## src/rtl/corelet_ctrl.sv

```systemverilog
// Instruction sequencer for the corelet: weight fetch/load/flush, activation fetch/execute, OFIFO drain to pmem.
// Optional cycle counter port cycle_cnt is built when CORELET_CTRL_PERF_EN is defined.
module corelet_ctrl #(
   parameter int unsigned row    = 8,
   parameter int unsigned col    = 8,
   parameter int unsigned addr_w = 11,
   parameter int unsigned cnt_w  = 8
) (
   input  logic              clk,
   input  logic              reset,
   input  logic              start,
   input  logic [cnt_w-1:0]  num_x,
   input  logic [cnt_w-1:0]  num_k,
   input  logic [addr_w-1:0] w_base,
   input  logic              ofifo_o_valid,
   output logic [34:0]       inst,
   output logic              xmem_cen,
   output logic [addr_w-1:0] xmem_addr,
   output logic              pmem_cen,
   output logic              pmem_wen,
   output logic [addr_w-1:0] pmem_addr,
   output logic              busy,
   output logic              done
`ifdef CORELET_CTRL_PERF_EN
   ,
   output logic [31:0]       cycle_cnt
`endif
);

   localparam int unsigned INST_W   = 35;
   localparam int unsigned FLUSH_N  = row + col;
   localparam int unsigned FLUSH_CW = $clog2(FLUSH_N + 1);
   localparam int unsigned BEAT_W   = (cnt_w > FLUSH_CW) ? cnt_w : FLUSH_CW;
   localparam int unsigned LOAD     = 0;
   localparam int unsigned EXEC     = 1;
   localparam int unsigned L0_WR    = 2;
   localparam int unsigned L0_RD    = 3;
   localparam int unsigned OFIFO_RD = 6;

   typedef enum logic [2:0] {
      IDLE, W_FETCH, W_LOAD, W_FLUSH, X_FETCH, X_EXEC, DRAIN, DONE
   } state_t;

   state_t              state_q, state_d;
   logic [BEAT_W-1:0]   beat_q, beat_d;
   logic [cnt_w-1:0]    k_q, k_d, nx_q, nx_d, nk_q, nk_d;
   logic [cnt_w-1:0]    rd_cnt_q, rd_cnt_d, wr_cnt_q, wr_cnt_d;
   logic [addr_w-1:0]   w_ptr_q, w_ptr_d, p_ptr_q, p_ptr_d;
   logic [INST_W-1:0]   inst_q, inst_d;
   logic                xmem_cen_q, xmem_cen_d, pmem_cen_q, pmem_cen_d, pmem_wen_q, pmem_wen_d;
   logic [addr_w-1:0]   xmem_addr_q, xmem_addr_d, pmem_addr_q, pmem_addr_d;
   logic                busy_q, busy_d, done_q, done_d;

   // State, counters and registered outputs
   always_ff @(posedge clk or negedge reset) begin
      if (!reset) begin
         state_q     <= IDLE;
         beat_q      <= '0;
         k_q         <= '0;
         nx_q        <= '0;
         nk_q        <= '0;
         rd_cnt_q    <= '0;
         wr_cnt_q    <= '0;
         w_ptr_q     <= '0;
         p_ptr_q     <= '0;
         inst_q      <= '0;
         xmem_cen_q  <= 1'b1;
         xmem_addr_q <= '0;
         pmem_cen_q  <= 1'b1;
         pmem_wen_q  <= 1'b1;
         pmem_addr_q <= '0;
         busy_q      <= 1'b0;
         done_q      <= 1'b0;
      end else begin
         state_q     <= state_d;
         beat_q      <= beat_d;
         k_q         <= k_d;
         nx_q        <= nx_d;
         nk_q        <= nk_d;
         rd_cnt_q    <= rd_cnt_d;
         wr_cnt_q    <= wr_cnt_d;
         w_ptr_q     <= w_ptr_d;
         p_ptr_q     <= p_ptr_d;
         inst_q      <= inst_d;
         xmem_cen_q  <= xmem_cen_d;
         xmem_addr_q <= xmem_addr_d;
         pmem_cen_q  <= pmem_cen_d;
         pmem_wen_q  <= pmem_wen_d;
         pmem_addr_q <= pmem_addr_d;
         busy_q      <= busy_d;
         done_q      <= done_d;
      end
   end

   // Next state and next output values
   always_comb begin
      state_d     = state_q;
      beat_d      = beat_q;
      k_d         = k_q;
      nx_d        = nx_q;
      nk_d        = nk_q;
      rd_cnt_d    = rd_cnt_q;
      wr_cnt_d    = wr_cnt_q;
      w_ptr_d     = w_ptr_q;
      p_ptr_d     = p_ptr_q;
      inst_d      = '0;
      xmem_cen_d  = 1'b1;
      xmem_addr_d = xmem_addr_q;
      pmem_cen_d  = 1'b1;
      pmem_wen_d  = 1'b1;
      pmem_addr_d = pmem_addr_q;
      done_d      = 1'b0;

      // SRAM read data lands one cycle after the request; OFIFO row likewise goes to pmem next cycle
      inst_d[L0_WR] = ~xmem_cen_q;
      if (inst_q[OFIFO_RD]) begin
         pmem_cen_d  = 1'b0;
         pmem_wen_d  = 1'b0;
         pmem_addr_d = p_ptr_q;
         p_ptr_d     = p_ptr_q + addr_w'(1);
         wr_cnt_d    = wr_cnt_q + cnt_w'(1);
      end

      case (state_q)
         IDLE: begin
            if (start) begin
               nx_d    = (num_x == '0) ? cnt_w'(1) : num_x;
               nk_d    = (num_k == '0) ? cnt_w'(1) : num_k;
               w_ptr_d = w_base;
               p_ptr_d = '0;
               k_d     = '0;
               beat_d  = '0;
               state_d = W_FETCH;
            end
         end
         W_FETCH: begin
            xmem_cen_d  = 1'b0;
            xmem_addr_d = w_ptr_q;
            w_ptr_d     = w_ptr_q + addr_w'(1);
            beat_d      = beat_q + BEAT_W'(1);
            if (beat_q == BEAT_W'(col - 1)) begin
               beat_d  = '0;
               state_d = W_LOAD;
            end
         end
         W_LOAD: begin
            inst_d[L0_RD] = 1'b1;
            inst_d[LOAD]  = 1'b1;
            beat_d        = beat_q + BEAT_W'(1);
            if (beat_q == BEAT_W'(col - 1)) begin
               beat_d  = '0;
               state_d = W_FLUSH;
            end
         end
         W_FLUSH: begin
            beat_d = beat_q + BEAT_W'(1);
            if (beat_q == BEAT_W'(FLUSH_N - 1)) begin
               beat_d  = '0;
               state_d = X_FETCH;
            end
         end
         X_FETCH: begin
            xmem_cen_d  = 1'b0;
            xmem_addr_d = addr_w'(beat_q);
            beat_d      = beat_q + BEAT_W'(1);
            if (beat_q == BEAT_W'(nx_q - cnt_w'(1))) begin
               beat_d  = '0;
               state_d = X_EXEC;
            end
         end
         X_EXEC: begin
            inst_d[L0_RD] = 1'b1;
            inst_d[EXEC]  = 1'b1;
            beat_d        = beat_q + BEAT_W'(1);
            if (beat_q == BEAT_W'(nx_q - cnt_w'(1))) begin
               beat_d   = '0;
               rd_cnt_d = '0;
               wr_cnt_d = '0;
               state_d  = DRAIN;
            end
         end
         DRAIN: begin
            if (ofifo_o_valid && (rd_cnt_q < nx_q)) begin
               inst_d[OFIFO_RD] = 1'b1;
               rd_cnt_d         = rd_cnt_q + cnt_w'(1);
            end
            // Leave once the final row's pmem write is being issued
            if (inst_q[OFIFO_RD] && (wr_cnt_q == nx_q - cnt_w'(1))) begin
               if (k_q != nk_q - cnt_w'(1)) begin
                  k_d     = k_q + cnt_w'(1);
                  beat_d  = '0;
                  state_d = W_FETCH;
               end else begin
                  state_d = DONE;
               end
            end
         end
         DONE: begin
            done_d  = 1'b1;
            state_d = IDLE;
         end
         default: state_d = IDLE;
      endcase

      busy_d = (state_q != IDLE) && (state_q != DONE);
   end

   assign inst      = inst_q;
   assign xmem_cen  = xmem_cen_q;
   assign xmem_addr = xmem_addr_q;
   assign pmem_cen  = pmem_cen_q;
   assign pmem_wen  = pmem_wen_q;
   assign pmem_addr = pmem_addr_q;
   assign busy      = busy_q;
   assign done      = done_q;

`ifdef CORELET_CTRL_PERF_EN
   logic [31:0] cycle_cnt_q;

   // Busy-cycle counter: cleared by an accepted start, saturating
   always_ff @(posedge clk or negedge reset) begin
      if (!reset) begin
         cycle_cnt_q <= '0;
      end else if ((state_q == IDLE) && start) begin
         cycle_cnt_q <= '0;
      end else if (busy_q && (cycle_cnt_q != '1)) begin
         cycle_cnt_q <= cycle_cnt_q + 32'd1;
      end
   end

   assign cycle_cnt = cycle_cnt_q;
`endif

endmodule

```

## config.mk

```make
export PLATFORM = sky130hd
export DESIGN_NAME = corelet_ctrl
export DESIGN_NICKNAME = d
export VERILOG_FILES = /design/src/rtl/corelet_ctrl.sv
export SDC_FILE = /design/constraint.sdc
export NUM_CORES = 1
export LEC_CHECK = 0
export CAP_MARGIN = 20
export CORE_ASPECT_RATIO = 1.4
export CORE_MARGIN = 2
export CORE_UTILIZATION = 50
export DETAILED_ROUTE_END_ITERATION = 6
export PLACE_DENSITY = 0.83
export SLEW_MARGIN = 25
export SYNTH_ARGS = -nofsm -noshare
export SYNTH_HDL_FRONTEND = slang
export SYNTH_SLANG_ARGS = --single-unit
```

## constraint.sdc

```tcl
create_clock -name clk -period 4.65 [get_ports clk]
set_input_delay 0.6975 -clock clk [delete_from_list [all_inputs] [get_ports clk]]
set_output_delay 0.6975 -clock clk [all_outputs]
set_load 0.02 [all_outputs]
```

==> results.md, run 1 <==
* Final period util at 0.637
* Largest family of logic cells by synthesized area: simple AND/OR/NAND/NOR gates
* R2R Path End: k_q[4]$_DFFE_PN0P_
* Initial antenna violation count at 0
* Ys async rst share at 1.00
* Post-Synth Simple-Gate Area at 0.201
* Setup TNS at 0 ns
* Max-Cap Viols at 0
* Skew final at 0.00511 ns
* Pwr Total at 3980 µW
* Max VDD drop at 0.288 mV
* Detailed Routing Iterations Pass 1 at 5
* Cts repair resizes at 0
* Congestion Overflow GR at 0
* Worst setup SP type: flop
* Synth area leader: dfrtp_1
* Sequential share of power at 0.382
* Final net count at 751
* Synth Area in Adders at 0.0313
* IO Port Bufs at 62
* Reg-to-reg slack, setup at 1.69 ns
* Syn Area/Cell at 9.03 µm²
* CTS tree: built
* Crit. Startpoint: nx_q[0]$_DFFE_PN0P_
* Slowest CP cell: or3_1
* Data required, critical path at 4.94 ns
* Routability cong. at 0.902
* Final wirelength at between 10000 and 15000 µm
* Via count at about 4900
* Largest cells by area after synthesis: dfrtp_1 (43%), nand2_1 (4.6%), nor2_1 (4.1%)
* Die Ht at around 130 µm
* Logic pwr share at 0.433
* Share of layout cells above drive strength 1 at 0.0704
* Post-synth EDFFs at 0
* Status: finished clean
* Final WS setup at around 1.7 ns
* Clock network fraction of total power at 0.185
* Sw Share at 0.431
* Post-synthesis cell area at around 6000 µm²
* Post-Synth XOR/XNOR Area at 0.0740
* Yosys Warn Count at 0
* Post-cts hold buffer count at 0
* Leak at 0.00310 µW
* Synth top area share at 0.426
* Clock Latency Late Sink at ~0.36 ns
* Die area at about 13000 µm²
* CTS Buffer Depth at 2
* Most frequently used cell type in the post-synthesis netlist: dfrtp_1
* I/O pin cnt at between 90 and 100
* Arr. time, crit path at 3.25 ns
* Yosys cell types at 65
* Largest net degree at the start of global routing at 71
* Area growth syn-to-layout at 14.3%
* Power per Cell Area at 582 nW/µm²
* Max stage delay on crit path at 0.59 ns
* Starting DRC count in detailed routing at 196
* Initial Utilization at 0.509
* DR vias/cell at 5.75
* GRT Total Usage at 0.219
* Seq cells post-synth at 104
* Final hold slack at 0.436 ns
* Global-route wire length before repair at 22500 µm
* RSZ-0062 raised after global routing: no
* Crit path cell chain: inv_1 -> ha_1 -> nor3b_2 -> xnor3_1 -> a31oi_4 -> nand4_2 -> or3_1 -> or4_1 -> nand2_1
* DP Area at 6560 µm²
* Worst Path Max Fanout at 16
* # rows at 47
* Setup repair bufs after CTS at 0
* Min cycle time layout at 2.96 ns
* Final instance area at 6850 µm²
* Register area share after synthesis at 0.435
* WL per Instance at about 16 µm
* DP HPWL at roughly 10000 µm
* Root buf cell: clkbuf_16
* CTS H-tree depth at 3
* Synth Instances at 663
* Int Pwr at approximately 2300 µW
* Pre-CTS WS at 1.72 ns
* Top FF cell, synth: dfrtp_1
* Fin. Hold Viols at 0
* Clock-pin transition on the worst setup and hold timing paths at around 0.07 ns
* F_max at 338 MHz
* Crit path kind: reg2reg
* Crit path capture type: flop
* Reg2Reg Depth at 9
* Max_slew headroom at 0.381
* Reg2reg start: nx_q[0]$_DFFE_PN0P_
* Post-synthesis compound-gate area fraction at 0.146
* Vias in the first global route at 4890
* Pins Over Slew Limit at 0
* Critical Path Sink: k_q[4]$_DFFE_PN0P_
* HP Class: reg2reg
* DRT antenna net count at 0
* # DRC at 0
* Worst slew pin tran at 0.929 ns
* Final setup vio count at 0
* Switching power at 1720 µW
* Die X at around 96 µm
* TritonCTS buffer count at 9
* Sink Count at 104
* Placeable Area at 11800 µm²
* Commonest cells in the synthesized netlist: dfrtp_1 (102), nand2_1 (74), nor2_1 (65)
* Post-synthesis mux area share at 0.0326
* Antenna cells at 0
## flip-flops by register name, indices dropped and copies added, names as in the netlist
name	flops
rd_cnt_q	8
inst	5
nk_q	8
w_ptr_q	11
p_ptr_q	11
xmem_cen	1
pmem_addr	11
wr_cnt_q	8
k_q	8
state_q	3
done	1
nx_q	8
beat_q	8
pmem_wen	1
busy	1
xmem_addr	11
## layout by cell type, fill, tap and decap left out, types with 4 or more instances in the layout
cell and count:
nor2_1 65, buf_4 6, or2_2 5, a21o_1 8
a22oi_1 4, or4_1 5, conb_1 30, dfrtp_1 102
nand2b_1 8, o22ai_1 12, nand2_1 74, ha_1 15
a21oi_1 33, clkbuf_16 9, mux2i_1 6, nand3_1 30
and3_1 11, inv_1 24, nor3_1 8, or3_1 16
a211oi_1 8, o21ai_0 41, o211ai_1 6, nand4_1 8
clkdlybuf4s50_1 61, mux2_2 12, xor2_1 24, xnor2_1 24
## layout make-up
class | instances | area [µm²]
timing repair buffer | 67 | 656
fill | 1032 | 4920
clock inverter | 7 | 62.6
sequential | 104 | 2610
multi-input combinational | 498 | 3020
tap | 147 | 184
inverter | 25 | 93.8
clock buffer | 9 | 225
## through the flow
| stage | instances | utilization |
|---|---|---|
| after floorplan | 692 | - |
| after global placement | 841 | 0.558 |
| after detailed placement | 841 | 0.558 |
| after CTS | 857 | 0.582 |
| after global routing | 857 | 0.582 |
| final | 857 | 0.582 |
## routing by layer
metal	share of wire	vias to the layer above	routed length (µm)	track usage
li1	-	2335	-	-
met1	0.39	2386	5330	0.250
met2	0.52	167	7180	0.383
met3	0.050	39	683	0.0396
met4	0.037	0	500	0.110
met5	0	-	0	0
## worst max-delay path: cells and delay by family, from the launching register on
kind	cells	cell delay, ns
and+or+nand+nor	5	1.67
DFF	1	0.47
xor gates and xnor gates	1	0.32
adders and majority gates	1	0.18
AOI/OAI and AO/OA	1	0.16
buffers and inverters	1	0.11
## worst min-delay path by stage
stage,start,to,slack [ns],depth (start not counted)
floorplan,reset,beat_q[0]$_DFFE_PN0P_,0.40,0
global placement,xmem_cen$_DFF_PN1_,inst[2]$_DFF_PN0_,0.42,1
detailed placement,xmem_cen$_DFF_PN1_,inst[2]$_DFF_PN0_,0.42,1
CTS,xmem_cen$_DFF_PN1_,inst[2]$_DFF_PN0_,0.44,1
global route,xmem_cen$_DFF_PN1_,inst[2]$_DFF_PN0_,0.44,1
finish,xmem_cen$_DFF_PN1_,inst[2]$_DFF_PN0_,0.44,1
## power groups by stage
| stage | Combinational [µW] | Clock [µW] | Sequential, µW |
|---|---|---|---|
| after global placement | 1630 | 0 | 1510 |
| after CTS | 1720 | 751 | 1510 |
| after floorplan | 1320 | 0 | 1430 |
| final | 1720 | 738 | 1520 |
| after detailed placement | 1710 | 0 | 1530 |
| after global routing | 1930 | 788 | 1560 |
## kinds of logic after synthesis
kind of cell	Yosys count
AOI/OAI and AO/OA	138
xor gates and xnor gates	49
adders and majority gates	15
buffers and inverters	90
DFF	104
muxes	18
other	1
and+or+nand+nor	248
(Power assumes the default switching activity.)
==> run 2, diff against run 1 <==
- CORE_UTILIZATION: 50 -> 49
- PLACE_DENSITY: 0.83 -> 0.85
- clock period: 4.65 -> 2.66 ns (I/O delays scaled with it)
==> results.md, run 2 (synthesized netlist as in run 1, its figures left out) <==
* Share of layout cells above drive strength 1 at 0.104 (+0.0333)
* Root buf cell: clkbuf_16
* # rows at 47 (unchanged)
* Most frequent cells in the layout: dfrtp_1 (102), nand2_1 (74), nor2_1 (65), clkdlybuf4s50_1 (61), o21ai_0 (40)
* Max-Cap Viols at 0 (unchanged)
* Die area at 13100 µm² (+2.0%)
* CTS Buffer Depth at 2 (unchanged)
* Max stage delay on crit path at 0.48 ns (-0.11 ns)
* Placeable Area at 11900 µm² (+1.0%)
* Worst setup SP type: flop
* Crit path kind: reg2reg
* Die X at 97.4 µm (+0.97%)
* Initial antenna violation count at 0 (unchanged)
* GRT Total Usage at 0.217 (-0.00242)
* Switching power at 3090 µW (+80%)
* Via count at 5013 (+1.7%)
* Clock-pin transition on the worst setup and hold timing paths at 0.08 ns (about the same)
* Routability cong. at 0.898 (-0.49%)
* DP Area at 6740 µm² (+2.7%)
* Clock network fraction of total power at 0.193 (+0.008)
* Final instance area at 7090 µm² (+3.5%)
* Antenna cells at 0 (unchanged)
* Vias in the first global route at 5126 (+4.8%)
* RSZ-0062 raised after global routing: yes
* Placed Instances at 863 (+2.6%)
* Data required, critical path at 2.95 ns (-1.99 ns)
* Area growth syn-to-layout at 18.3%
* Final setup vio count at 0 (unchanged)
* DRT antenna net count at 0 (unchanged)
* CTS H-tree depth at 3 (unchanged)
* Non-Filler Instances at 880 (+2.7%)
* Starting DRC count in detailed routing at 254 (+30%)
* Crit path cell chain: inv_1 -> ha_1 -> xor2_1 -> nand3_1 -> nor3_2 -> nand4_2 -> or3_4 -> or4_1 -> nand2_1
* DR vias/cell at 5.70 (-0.91%)
* HP Class: in2async
* Util after Layout at 0.597 (+0.0146)
* Pins Over Slew Limit at 0 (unchanged)
* Logic pwr share at 0.463 (+0.030)
* Status: finished clean
* Max VDD drop at 0.383 mV (+33%)
* Final net count at 774 (+3.1%)
* Power per Cell Area at 1040 nW/µm² (+78%)
* TritonCTS buffer count at 9 (unchanged)
* Die Ht at 135 µm (+0.99%)
* Sequential share of power at 0.344 (-0.038)
* Detailed Routing Iterations Pass 1 at 5 (unchanged)
* Post-cts hold buffer count at 0 (unchanged)
* Arr. time, crit path at 2.85 ns (-0.40 ns)
* Min cycle time layout at 2.56 ns (-0.403 ns)
* Max_slew headroom at 0.613 (+0.232)
* Sink Count at 104 (unchanged)
* WL per Instance at 15.9 µm (-0.16%)
* Initial Utilization at 0.504 (-0.00504)
* Leak at 0.00324 µW (+4.5%)
* # DRC at 0 (unchanged)
* Sw Share at 0.420 (-0.0107)
* Crit path capture type: flop
* CP bufs+invs at 1 (unchanged)
* Skew final at 0.00704 ns (+0.00192 ns)
* Fill count at 963 (-6.7%)
* Worst Path Max Fanout at 11 (-5)
* Largest net degree at the start of global routing at 53 (-25%)
* Clock Latency Late Sink at 0.35 ns (about the same)
* IO Port Bufs at 62 (unchanged)
* Worst slew pin tran at 0.579 ns (-0.349 ns)
* Most common cell after layout, fill and taps aside: dfrtp_1
* DP HPWL at 10300 µm (+3.0%)
* CTS tree: built
* F_max at 391 MHz (+16%)
* Final period util at 0.962 (+0.325)
* Slowest CP cell: or4_1
* Global-route wire length before repair at 23500 µm (+4.5%)
* Congestion Overflow GR at 0 (unchanged)
* I/O pin cnt at 93 (unchanged)
* Final wirelength at 14000 µm (+2.5%)
* Fin. Hold Viols at 0 (unchanged)
* Kind of cell adding the most delay to the critical path: simple AND/OR/NAND/NOR gates
* Int Pwr at 4260 µW (+88%)
-- run 2: cell types whose count changed in the layout (fill, tap and decap cells not counted), sizes merged --
cell / previous run / this run
buf: 6 / 29
clkinvlp: 1 / 0
inv: 28 / 29
bufinv: 0 / 1
clkinv: 3 / 2
-- run 2: final timing paths --
| path | startpoint | endpoint | slack, ns | cells after the start |
|---|---|---|---|---|
| max | nx_q[0]$_DFFE_PN0P_ | k_q[4]$_DFFE_PN0P_ | 0.10 | 9 |
| max in group asynchronous | reset | xmem_cen$_DFF_PN1_ | 1.92 | 2 |
| min | reset | k_q[3]$_DFFE_PN0P_ | 0.03 | 1 |
| min reg2reg | xmem_cen$_DFF_PN1_ | inst[2]$_DFF_PN0_ | 0.45 | 1 |
| max reg2reg | nx_q[0]$_DFFE_PN0P_ | k_q[4]$_DFFE_PN0P_ | 0.10 | 9 |
| min in group clk | xmem_cen$_DFF_PN1_ | inst[2]$_DFF_PN0_ | 0.45 | 1 |
-- run 2: layout make-up --
cell class	instances	area, µm²	share of cell area
sequential	104	2610	0.368
multi-input combinational	498	3040	0.429
clock buffer	9	225	0.0318
clock inverter	7	95.1	0.0134
tap	147	184	0.0260
inverter	25	93.8	0.0132
timing repair buffer	90	841	0.119
-- run 2: repair_timing --
| action | CTS | global route |
|---|---|---|
| setup endpoints to repair | 6 | 17 |
| gates resized for setup | 2 | 5 |
| endpoints found under the hold margin | 0 | 0 |
| pin swaps | 0 | 2 |
| buffers inserted | 0 | 1 |
-- run 2: stage by stage --
stage / power [µW] / setup slack, ns / hold slack [ns] / TNS (ns)
after CTS: 7310 / 0.0363 / 0.0392 / 0
final: 7340 / 0.101 / 0.0297 / 0
after floorplan: 4810 / 0.00215 / 0.103 / 0
after global routing: 7870 / -0.0282 / 0.0567 / -0.0681
after detailed placement: 5860 / -0.00220 / 0.415 / -0.00220
after global placement: 5710 / 0.0562 / 0.409 / 0
-- run 2: per-layer routing --
metal | GRT usage | vias up | wire length (µm)
li1 | - | 2372 | -
met1 | 0.246 | 2439 | 5470
met2 | 0.393 | 168 | 7550
met3 | 0.0393 | 34 | 627
met4 | 0.103 | 0 | 384
met5 | 0 | - | 0
-- run 2: power by group through the flow --
| stage | clock network [µW] | logic (µW) | registers [µW] |
|---|---|---|---|
| floorplan | 0 | 2310 | 2500 |
| global placement | 0 | 3200 | 2510 |
| detailed placement | 0 | 3330 | 2530 |
| CTS | 1440 | 3360 | 2510 |
| global route | 1520 | 3770 | 2580 |
| finish | 1410 | 3400 | 2530 |
